$ cat config.mk
export PLATFORM = sky130hd
export DESIGN_NAME = bus_xfer_ctrl
export DESIGN_NICKNAME = d
export VERILOG_FILES = /design/src/rtl/bus_xfer_ctrl.sv
export SDC_FILE = /design/constraint.sdc
export NUM_CORES = 1
export LEC_CHECK = 0
export CORE_UTILIZATION = 32
export CTS_CLUSTER_SIZE = 12
export DETAILED_ROUTE_END_ITERATION = 16
export PLACE_DENSITY = 0.73
export SLEW_MARGIN = 20
export SYNTH_ARGS = -nofsm -noshare
export SYNTH_HDL_FRONTEND = slang
export SYNTH_SLANG_ARGS = --single-unit
$ cat constraint.sdc
create_clock -name clk -period 4.57 [get_ports clk]
set_input_delay 1.1425 -clock clk [delete_from_list [all_inputs] [get_ports clk]]
set_output_delay 1.1425 -clock clk [all_outputs]
set_load 0.05 [all_outputs]
$ cat src/rtl/bus_xfer_ctrl.sv
// rtl/bus_xfer_ctrl.sv - registered N-source datapath bus with handshake-driven transfer sequencer
// Accept samples the selected source once; DRIVE holds it, COMMIT strobes the destination.
module bus_xfer_ctrl #(
    parameter int DATA_W     = 16,
    parameter int NUM_SRC    = 10,
    parameter int SEL_W      = 4,
    parameter int NUM_DST    = 8,
    parameter int NARROW_IDX = 9,
    parameter int NARROW_W   = 8
) (
    input  logic                        clk,
    input  logic                        rst,
    input  logic [NUM_SRC*DATA_W-1:0]   src_flat,
    input  logic                        req_valid,
    output logic                        req_ready,
    input  logic [SEL_W-1:0]            rd_sel,
    input  logic [SEL_W-1:0]            wr_sel,
    output logic [DATA_W-1:0]           bus_out,
    output logic [NUM_DST-1:0]          wr_en,
    output logic                        xfer_done,
    output logic                        err_sel,
    output logic [15:0]                 xfer_count
);

    typedef enum logic [1:0] {
        S_IDLE   = 2'd0,
        S_DRIVE  = 2'd1,
        S_COMMIT = 2'd2
    } state_t;

    localparam logic [DATA_W-1:0] NARROW_MASK = DATA_W'({NARROW_W{1'b1}});

    state_t              state_q, state_d;
    logic [DATA_W-1:0]   bus_q, bus_d;
    logic [SEL_W-1:0]    wr_sel_q, wr_sel_d;
    logic [NUM_DST-1:0]  wr_en_q, wr_en_d;
    logic                done_q, done_d;
    logic                err_q, err_d;
    logic [15:0]         count_q, count_d;

    logic [DATA_W-1:0]   mux_val;
    logic [NUM_DST-1:0]  wr_onehot;
    logic                rd_illegal;
    logic                wr_illegal;

    // Codes 0 and above NUM_SRC fall through to zero, so an illegal read needs no extra gating.
    always_comb begin
        mux_val = '0;
        for (int k = 1; k <= NUM_SRC; k++) begin
            if (rd_sel == SEL_W'(k)) begin
                if (k == NARROW_IDX) begin
                    mux_val = src_flat[(k-1)*DATA_W +: DATA_W] & NARROW_MASK;
                end else begin
                    mux_val = src_flat[(k-1)*DATA_W +: DATA_W];
                end
            end
        end
    end

    // An illegal captured wr_sel matches no bit, which suppresses the strobe.
    always_comb begin
        wr_onehot = '0;
        for (int d = 1; d <= NUM_DST; d++) begin
            if (wr_sel_q == SEL_W'(d)) begin
                wr_onehot[d-1] = 1'b1;
            end
        end
    end

    assign rd_illegal = (rd_sel > SEL_W'(NUM_SRC));
    assign wr_illegal = (wr_sel > SEL_W'(NUM_DST));

    always_comb begin
        state_d  = state_q;
        bus_d    = bus_q;
        wr_sel_d = wr_sel_q;
        wr_en_d  = '0;
        done_d   = 1'b0;
        err_d    = 1'b0;
        count_d  = count_q;
        case (state_q)
            S_IDLE: begin
                if (req_valid) begin
                    bus_d    = mux_val;
                    wr_sel_d = wr_sel;
                    err_d    = rd_illegal | wr_illegal;
                    state_d  = S_DRIVE;
                end
            end
            S_DRIVE: begin
                wr_en_d = wr_onehot;
                state_d = S_COMMIT;
            end
            S_COMMIT: begin
                done_d  = 1'b1;
                count_d = count_q + 16'd1;
                state_d = S_IDLE;
            end
            default: begin
                state_d = S_IDLE;
            end
        endcase
    end

    always_ff @(posedge clk or posedge rst) begin
        if (rst) begin
            state_q  <= S_IDLE;
            bus_q    <= '0;
            wr_sel_q <= '0;
            wr_en_q  <= '0;
            done_q   <= 1'b0;
            err_q    <= 1'b0;
            count_q  <= '0;
        end else begin
            state_q  <= state_d;
            bus_q    <= bus_d;
            wr_sel_q <= wr_sel_d;
            wr_en_q  <= wr_en_d;
            done_q   <= done_d;
            err_q    <= err_d;
            count_q  <= count_d;
        end
    end

    wire unused_ok = &{1'b0, state_q == S_COMMIT};

    assign xfer_count = count_q;
    assign req_ready  = (state_q == S_IDLE);
    assign bus_out    = bus_q;
    assign wr_en      = wr_en_q;
    assign xfer_done  = done_q;
    assign err_sel    = err_q;

endmodule

# ---- After elaboration in Yosys (flattened, before gate mapping)
# Index checks and enable logic that the tools add are counted.
dict set report op_classes {
  mux 24
  addsub 1
  n_eq_ne 21
  n_lt_le_gt_ge 2
  n_bitwise 1
  n_reduce_logical 2
}
# cell n
set op_table {}
lappend op_table {{two-way mux 16 bit} 10}
lappend op_table {{== test 4 x 3 -> 1 bit, second input constant} 8}
lappend op_table {{adder 16 x 1 -> 16 bit, second input constant} 1}
lappend op_table {{== test 4 x 2 -> 1 bit, second input constant} 4}
lappend op_table {{== test 4 bit, second input constant} 4}
lappend op_table {{two-way mux 1 bit} 11}
lappend op_table {{== test 4 x 1 -> 1 bit, second input constant} 2}
lappend op_table {{> comparator 4 bit, second input constant} 2}
lappend op_table {{two-way mux 8 bit} 1}
lappend op_table {{case mux 2 bit (2 select lines)} 1}
lappend op_table {{== test 2 x 1 -> 1 bit, second input constant} 1}
lappend op_table {{== test 2 bit, second input constant} 1}
lappend op_table {{zero test 2 bit} 1}
lappend op_table {{two-way mux 2 bit} 1}
lappend op_table {{inequality test 2 bit, second input constant} 1}
lappend op_table {{AND reduction 2 bit} 1}
lappend op_table {{bitwise OR 1 bit} 1}
dict set report totals {
  out_inout_bits 43
  in_bits 171
  register_bits 48
}

# ---- Longest topological paths before layout
dict set report logic_depth {
  ltp_word 11
  ltp_mapped 7
  depth_no_buf 6
}

# ---- Least setup slack after synthesis
# Ideal clock, no wire load.
dict set report synth_timing {
  kind {input -> register}
  startpoint {in rd_sel[1]}
  endpoint {reg bus_q[4] (netlist: bus_out[4])}
  path_buffers 3
  path_stages 7
  setup_ns 0.132
  arrival_time_ns 2.246
  path_slack_ns 2.192
  cell_sequence {buf_2 -> or2_1 -> buf_2 -> buf_6 -> o21a_1 -> a221oi_1 -> a21oi_1}
}
dict set report synth_via {
  elab_chain_cells 11
  elab_cells_between_ends 20
}
# element line_no
set synth_lines {}
lappend synth_lines {{start: declaration} 16} ;# input logic [SEL_W-1:0] rd_sel,
lappend synth_lines {{== test 4 x 1 -> 1 bit} 50} ;# if (rd_sel == SEL_W'(k)) begin
lappend synth_lines {{two-way mux 16 bit (9 in series)} 50}
lappend synth_lines {{two-way mux 16 bit (*)} 50}
lappend synth_lines {{end signal: assignment} 116} ;# bus_q <= bus_d;
lappend synth_lines {{end: declaration} 34} ;# logic [DATA_W-1:0] bus_q, bus_d;
# Mark *: on every way between the ends. The rest lies on a longest branch, timed or not.
# A chain may end at the register's enable or synchronous reset.

# ---- Final worst setup path
dict set report layout_timing {
  startpoint {in rd_sel[3]}
  endpoint {reg bus_q[12] (netlist: bus_out[12])}
}
# Same word-level chain as after synthesis.

==> results_tabular.tex <==
\begin{tabular}{lr}
\hline
Metric & Value \\
\hline
\multicolumn{2}{l}{\textbf{Worst setup path}} \\
\quad Maximum single-stage delay on the critical path & 0.77 ns \\
\quad Critical Path End Type & flop \\
\quad Crit Reg-Reg Startpoint & state\_q[0]\$\_DFFE\_PP0P\_ \\
\quad Data arrival time of the critical path & approximately 3.3 ns \\
\quad Max stage delay cell, worst path & nor2b\_1 \\
\quad Critical path startpoint category & input pin \\
\quad Worst setup path endpoint & bus\_out[12]\$\_DFFE\_PP0P\_ \\
\quad Capturing point of the worst reg2reg path & bus\_out[10]\$\_DFFE\_PP0P\_ \\
\quad Ordered list of cells on the worst path & clkdlybuf4s50\_1, nor2b\_1, nand2\_1, o22ai\_1, a31oi\_1 \\
\quad Worst-case reg-to-reg path depth & 7 \\
\quad Launching element of the worst setup path & rd\_sel[3] \\
\quad Largest driver fanout on the critical path & 11 \\
\quad Class of the most critical setup path & input pin to flop \\
\quad Req. time, crit path & 4.75 ns \\
\quad Worst R2R Setup Slack & 2.33 ns \\
\multicolumn{2}{l}{\textbf{Routing}} \\
\quad Initial drt markers & approximately 120 \\
\quad Wire length after detailed routing & 11.6 mm \\
\quad First-pass iteration count of the detailed router & 4 \\
\quad Total vias in the final route & about 3700 \\
\quad Count of unresolved DRC violations after routing & 0 \\
\quad Final routed wire length divided by cell count & between 15 and 20 microns \\
\quad Vias per std cell & 5.33 \\
\quad Number of antenna-violating nets in the routed design & 0 \\
\multicolumn{2}{l}{\textbf{Synth}} \\
\quad Commonest register cell after synthesis & dfrtp\_1 \\
\quad Syn nets & between 500 and 600 \\
\quad Share of Yosys cell area claimed by the top area cell type & 0.368 \\
\quad Top cells by area, synth & dfrtp\_1, mux2\_2, nand2\_1, o21ai\_0, a221oi\_1 \\
\quad Cell with the most instances after synthesis & dfrtp\_1 \\
\quad Sequential share of the synthesized area & 0.368 \\
\quad Combined area of all synthesized cells & 0.00326 sq mm \\
\quad Number of flops mapped to enable cells by yosys & 0 \\
\quad Synth Register Bits & 48 \\
\quad Yosys top cell by area & dfrtp\_1 \\
\quad Synthesized instance count & 368 \\
\quad Yosys synthesis warning count & 0 \\
\quad Most frequent cells after synthesis & dfrtp\_1, nand2\_1, o21ai\_0 \\
\quad Fraction of registers with async set/reset & 1.00 \\
\quad Average instance area after synthesis & approximately 8.9 sq um \\
\quad Cell variety after synth & 49 \\
\multicolumn{2}{l}{\textbf{Global routing}} \\
\quad Pin count of the biggest net entering global routing & 49 \\
\quad Via count of the first global-routing pass & 3611 \\
\quad Total GRT Usage & 0.221 \\
\quad Wire length of the first global-routing pass & around 18 mm \\
\quad Congestion Overflow GR & 0 \\
\quad Number of antenna violations at the first check in global routing & 0 \\
\multicolumn{2}{l}{\textbf{Power}} \\
\quad Switching portion of total power & 0.407 \\
\quad PD cells & 302 mW/mm\^{}2 \\
\quad Leakage & $\sim$0.0022 uW \\
\quad Cell-internal power & approximately 980 uW \\
\quad Fraction of power consumed by sequential logic & 0.345 \\
\quad Combinational fraction of design power & 0.491 \\
\quad Total power consumption of the routed design & between 1500 and 2000 uW \\
\quad VDD IR max & $\sim$0.00018 V \\
\quad P\_sw & between 600 and 700 uW \\
\quad Relative contribution of the clock network to total power & 0.163 \\
\multicolumn{2}{l}{\textbf{Finish}} \\
\quad Number of nets in the finished design & 728 \\
\quad N\_diodes & 0 \\
\quad Share of cells above drive strength 1 & 0.0557 \\
\quad Area growth syn-to-layout & 67.2\% \\
\quad Final instance count without filler cells & slightly below 700 \\
\quad Filler Cells Inserted & roughly 950 \\
\multicolumn{2}{l}{\textbf{Timing}} \\
\quad Finish-stage setup viols & 0 \\
\quad F\_max & about 330 MHz \\
\quad Setup total negative slack & 0 ns \\
\quad Final cycle utilization of the critical path & 0.672 \\
\quad Worst slew pin tran & approximately 1 ns \\
\quad Slew Viols, Final & 0 \\
\quad Hold Slack & just under 0.5 ns \\
\quad RSZ-0062 raised after global routing & false \\
\quad Final worst setup slack & between 1 and 1.5 ns \\
\quad Setup Skew & 0.00682 ns \\
\quad Final critical delay including setup and external delays & about 3.1 ns \\
\quad Hold Violations, Final & 0 \\
\quad Relative slew slack & 0.332 \\
\multicolumn{2}{l}{\textbf{Run}} \\
\quad Number of max-capacitance violations reported & 0 \\
\multicolumn{2}{l}{\textbf{Place}} \\
\quad Routability congestion estimate from global placement & $\sim$0.83 \\
\quad Worst slack, placed & around 1.2 ns \\
\quad Dpl hpwl & 9.08 mm \\
\quad Placed Cells incl. Taps & between 600 and 700 \\
\quad I/O Buffers & slightly above 200 \\
\multicolumn{2}{l}{\textbf{Clock tree}} \\
\quad Hold-fix buffer count after cts & 0 \\
\quad CTS max path bufs & 2 \\
\quad Count of instances resized after the clock tree is built & 0 \\
\quad Worst skew pair latency & 0.30 ns \\
\quad Clock tree root driver cell & clkbuf\_8 \\
\quad H-tree levels & 2 \\
\quad TritonCTS clock tree & built \\
\quad Clock edge transition at the registers on the reported setup and hold paths & $\sim$0.09 ns \\
\quad Post-CTS Setup Repair Bufs & 0 \\
\quad Num CTS Buffers & 5 \\
\quad Clock net sink count & 48 \\
\multicolumn{2}{l}{\textbf{Die}} \\
\quad Effective utilization at floorplan & 0.332 \\
\quad I/O pin total & $\sim$210 \\
\quad Floorplan Core Area & 0.00982 sq mm \\
\quad Cell row count & 36 \\
\quad Die boundary width & just over 100 microns \\
\quad Die extent in y & around 100 microns \\
\quad Total die area & roughly 0.011 sq mm \\
\multicolumn{2}{l}{\textbf{Min path}} \\
\quad Class of the most critical hold timing path & flop to flop \\
\multicolumn{2}{l}{\textbf{Outcome}} \\
\quad Run status & finished, final reports clean \\
\hline
\end{tabular}
state kept, by name, indices dropped and copies added, names as in the netlist:
name / cells
xfer_done: 1
bus_out: 16
xfer_count: 16
wr_sel_q: 4
wr_en: 8
err_sel: 1
state_q: 2
power groups by stage:
stage          logic, uW  clock network (uW)  registers [uW]
2_1_floorplan        226                   0             811
3_3_place_gp         801                   0             575
3_5_place_dp         815                   0             579
4_1_cts              817                 277             570
5_1_grt              865                 291             585
6_report             811                 269             570
how the worst min path moves through the flow:
stage,from,endpoint,cells past startpoint
2_1_floorplan,wr_sel_q[2]$_DFFE_PP0P_,wr_en[7]$_DFF_PP0_,1
3_3_place_gp,wr_sel_q[2]$_DFFE_PP0P_,wr_en[7]$_DFF_PP0_,1
3_5_place_dp,wr_sel_q[2]$_DFFE_PP0P_,wr_en[7]$_DFF_PP0_,1
4_1_cts,wr_sel_q[2]$_DFFE_PP0P_,wr_en[7]$_DFF_PP0_,1
5_1_grt,xfer_count[15]$_DFFE_PP0P_,xfer_count[15]$_DFFE_PP0P_,1
6_report,wr_sel_q[2]$_DFFE_PP0P_,wr_en[7]$_DFF_PP0_,1
placed cells by master (no fill, tap or decap), types with 11 or more instances in the layout:
cell type | Yosys | layout
o22ai_1 | 14 | 14
clkdlybuf4s50_1 | 0 | 203
nand2b_1 | 11 | 11
a221oi_1 | 15 | 15
nand2_1 | 38 | 38
a2bb2oi_1 | 11 | 11
o21ai_0 | 27 | 27
dfrtp_1 | 48 | 48
nor2_1 | 14 | 14
mux2_2 | 13 | 13
inv_1 | 19 | 18
layer usage:
layer  global-route usage  wire length, microns  up-vias
met2                0.393                  5840      166
met4               0.0358                    68        0
met1                0.281                  4790     1750
li1                     -                     -     1754
met5                    0                     0        -
met3               0.0427                   905        6
cell families after synthesis:
group / count (synthesis) / synth area share
AO/OA/AOI/OAI: 134 / 0.296
XOR/XNOR: 15 / 0.0402
adder cells (fa/ha/maj): 1 / 0.00383
buffers and inverters: 50 / 0.0705
flip-flops: 48 / 0.368
multiplexers: 18 / 0.0602
AND/OR/NAND/NOR: 102 / 0.161
layout make-up:
cell class / instances / area (sq um) / share of cell area
Tap cell: 133 / 166 / 0.0305
Sequential cell: 48 / 1200 / 0.220
Inverter: 21 / 80.1 / 0.0147
Clock inverter: 2 / 15.0 / 0.00275
Timing Repair Buffer: 210 / 2080 / 0.381
Clock buffer: 6 / 82.6 / 0.0151
Multi-Input combinational cell: 270 / 1830 / 0.336
through the flow:
stage	area [sq um]	utilization
2_1_floorplan	3260	-
3_3_place_gp	5360	0.546
3_5_place_dp	5360	0.546
4_1_cts	5460	0.556
5_1_grt	5460	0.556
6_report	5460	0.556
worst max-delay path, delay by kind of cell:
kind,cells,cell delay [ns]
AO/OA/AOI/OAI,2,0.32
buffers and inverters,1,0.59
AND/OR/NAND/NOR,2,1.19
(Power assumes the default switching activity.)
==> RTL edit (config.mk and constraints unchanged) <==
Change the parameter `NARROW_IDX` from 9 to 4.
--- a/src/rtl/bus_xfer_ctrl.sv
+++ b/src/rtl/bus_xfer_ctrl.sv
@@ -6,5 +6,5 @@
     parameter int SEL_W      = 4,
     parameter int NUM_DST    = 8,
-    parameter int NARROW_IDX = 9,
+    parameter int NARROW_IDX = 4,
     parameter int NARROW_W   = 8
 ) (
Formal check against the unedited RTL: not equivalent (a bounded check fails within 4 cycles, from zero or initial values and one cycle with rst high).
==> RTL edit against the original RTL <==
Power is essentially flat; critical path depth up 1; core utilization decreased by 2.4 points; combinational power shrank 3.8%; routed wire length up 4.5%; worst setup slack worse by 200 ps; clock skew rose by 2.4 ps; sequential cell count stayed put; hold slack lost 10 ps; sequential power decreased by 2%; synthesized area increased by 9.4%; synthesized cell count is 7.3% higher; cell area up 5.5%; largest cell class is now multi-input gates.
==> RTL edit: results (changes against the original RTL) <==
* Status: completed
* Routed wire length at 12.1 mm (+4.5%)
* Worst-Margin Slew at 950 ps (-52.4 ps)
* Vias at 3871 (+5.3%)
* First DRT Iteration DRCs at 196 (+59%)
* Worst-path maximum fanout at 25 (+14)
* Vias in the first global route at 3806 (+5.4%)
* Sequential fraction of the synthesis area at 0.336 (-0.0316)
* Final Wtd Congestion at 0.952 (+15%)
* First-pass GRT wire length at 19.0 mm (+4.8%)
* Share of post-route cells with drive strength above 1 at 0.0728 (+0.0171)
* Synth cell types at 54 (+10%)
* Min-Delay Startpoint: xfer_count[15]
* Crit path DAT at 3450 ps (+200 ps)
* Peak VDD IR at 0.321 mV (+78%)
* Crit-path max cell delay at 970 ps (+200 ps)
* DR pass1 iterations at 5 (+1)
* Post-Syn Nets at 567 (+5.0%)
* Hold depth at 1 (unchanged)
* Reg-to-Reg End: bus_out[11]
* Most frequent cells after synthesis: dfrtp_1, nand2_1, nor2b_1
* Final Non-Filler Cells at 717 (+3.9%)
* Slowest-stage cell, CP: clkdlybuf4s50_1
* Leakage power at 2.23 nW (+3.4%)
* Depth of the CTS H-tree at 2 (unchanged)
* WHS Endpoint: xfer_count[15]
* Synth area leaders: dfrtp_1, nand2_1, nor2b_1, nand2b_1, a221oi_1
* Final HPWL DP at 9.84 mm (+8.4%)
* Reg2reg setup slack at around 2300 ps
* Skew final at 9.21 ps (+2.38 ps)
* Global Route Usage Sum at 0.210 (-0.0105)
* Root buffer cell: clkbuf_8
* DP Cell Count at 709 (+4.0%)
* Post-layout net count at 748 (+2.7%)
* Sw frac at 0.387 (-0.0201)
* Fillers at 1023 (+8.3%)
* Clock insertion delay at the later pin of the skew report at 300 ps (about the same)
* # port buffers at 205 (unchanged)
* Worst Reg-to-Reg Cells at 5 (-2)
* Syn_area_per_cell at 9.04 sq um (+1.9%)
RTL edit: changes by cell type after synthesis, moves of 9 or more:
cell	unedited run	this run
o21ai_0	27	12
nand2_1	38	47
nand2b_1	11	20
o211ai_1	9	0
inv_1	19	5
o22ai_1	14	2
nor2b_1	8	22
RTL edit: routing by layer:
layer	track usage	vias up	share of wire
li1	-	1852	-
met2	0.360	157	0.48
met1	0.272	1842	0.43
met3	0.0315	20	0.066
met5	0	-	0
met4	0.0626	0	0.024
RTL edit: cells by family (layout without fill, tap and decap cells):
logic type / Yosys count / in the layout / share of synthesized area
DFF: 48 / 48 / 0.336
muxes: 19 / 19 / 0.0732
buffers and inverters: 44 / 226 / 0.0610
and+or+nand+nor: 162 / 162 / 0.259
adders and majority gates: 1 / 1 / 0.00350
xor gates and xnor gates: 15 / 15 / 0.0368
AOI/OAI and AO/OA: 106 / 106 / 0.230
RTL edit: critical path, delay by kind of cell:
kind                   cells  cell delay (ps)
buffers and inverters      2             1370
AO/OA/AOI/OAI              3              540
AND/OR/NAND/NOR            1              390
RTL edit: area by class of cell:
class                      instances  area [sq um]  area share
tap                              140           175      0.0304
multi-input combinational        303          2150       0.374
clock buffer                       5          68.8      0.0119
clock inverter                     3          46.3     0.00804
inverter                           6          22.5     0.00391
sequential                        48          1200       0.209
timing repair buffer             212          2090       0.364
RTL edit: how the worst max path moves through the flow:
| stage | slack [ps] | start | endpoint |
|---|---|---|---|
| after floorplan | 2180 | rd_sel[3] | bus_out[1] |
| after global placement | 1050 | rd_sel[2] | bus_out[3] |
| after detailed placement | 990 | rd_sel[2] | bus_out[3] |
| after CTS | 1320 | rd_sel[2] | bus_out[3] |
| after global routing | 1170 | rd_sel[2] | bus_out[4] |
| final | 1300 | rd_sel[2] | bus_out[3] |
RTL edit: power groups by stage:
stage	combinational, W	clock (W)	sequential, W
after floorplan	0.000242	0	0.000769
after global placement	0.000773	0	0.000562
after CTS	0.000785	0.000323	0.000556
final	0.000780	0.000313	0.000557
after detailed placement	0.000784	0	0.000565
after global routing	0.000828	0.000341	0.000567
RTL edit: stage by stage:
stage | power, W | hold WS, ps | instance area, sq um | worst slack (ps)
global placement | 0.00133 | 461 | 5650 | 1050
floorplan | 0.00101 | 446 | 3570 | 2180
finish | 0.00165 | 472 | 5760 | 1300
detailed placement | 0.00135 | 462 | 5650 | 985
global route | 0.00174 | 514 | 5760 | 1170
CTS | 0.00166 | 478 | 5760 | 1320
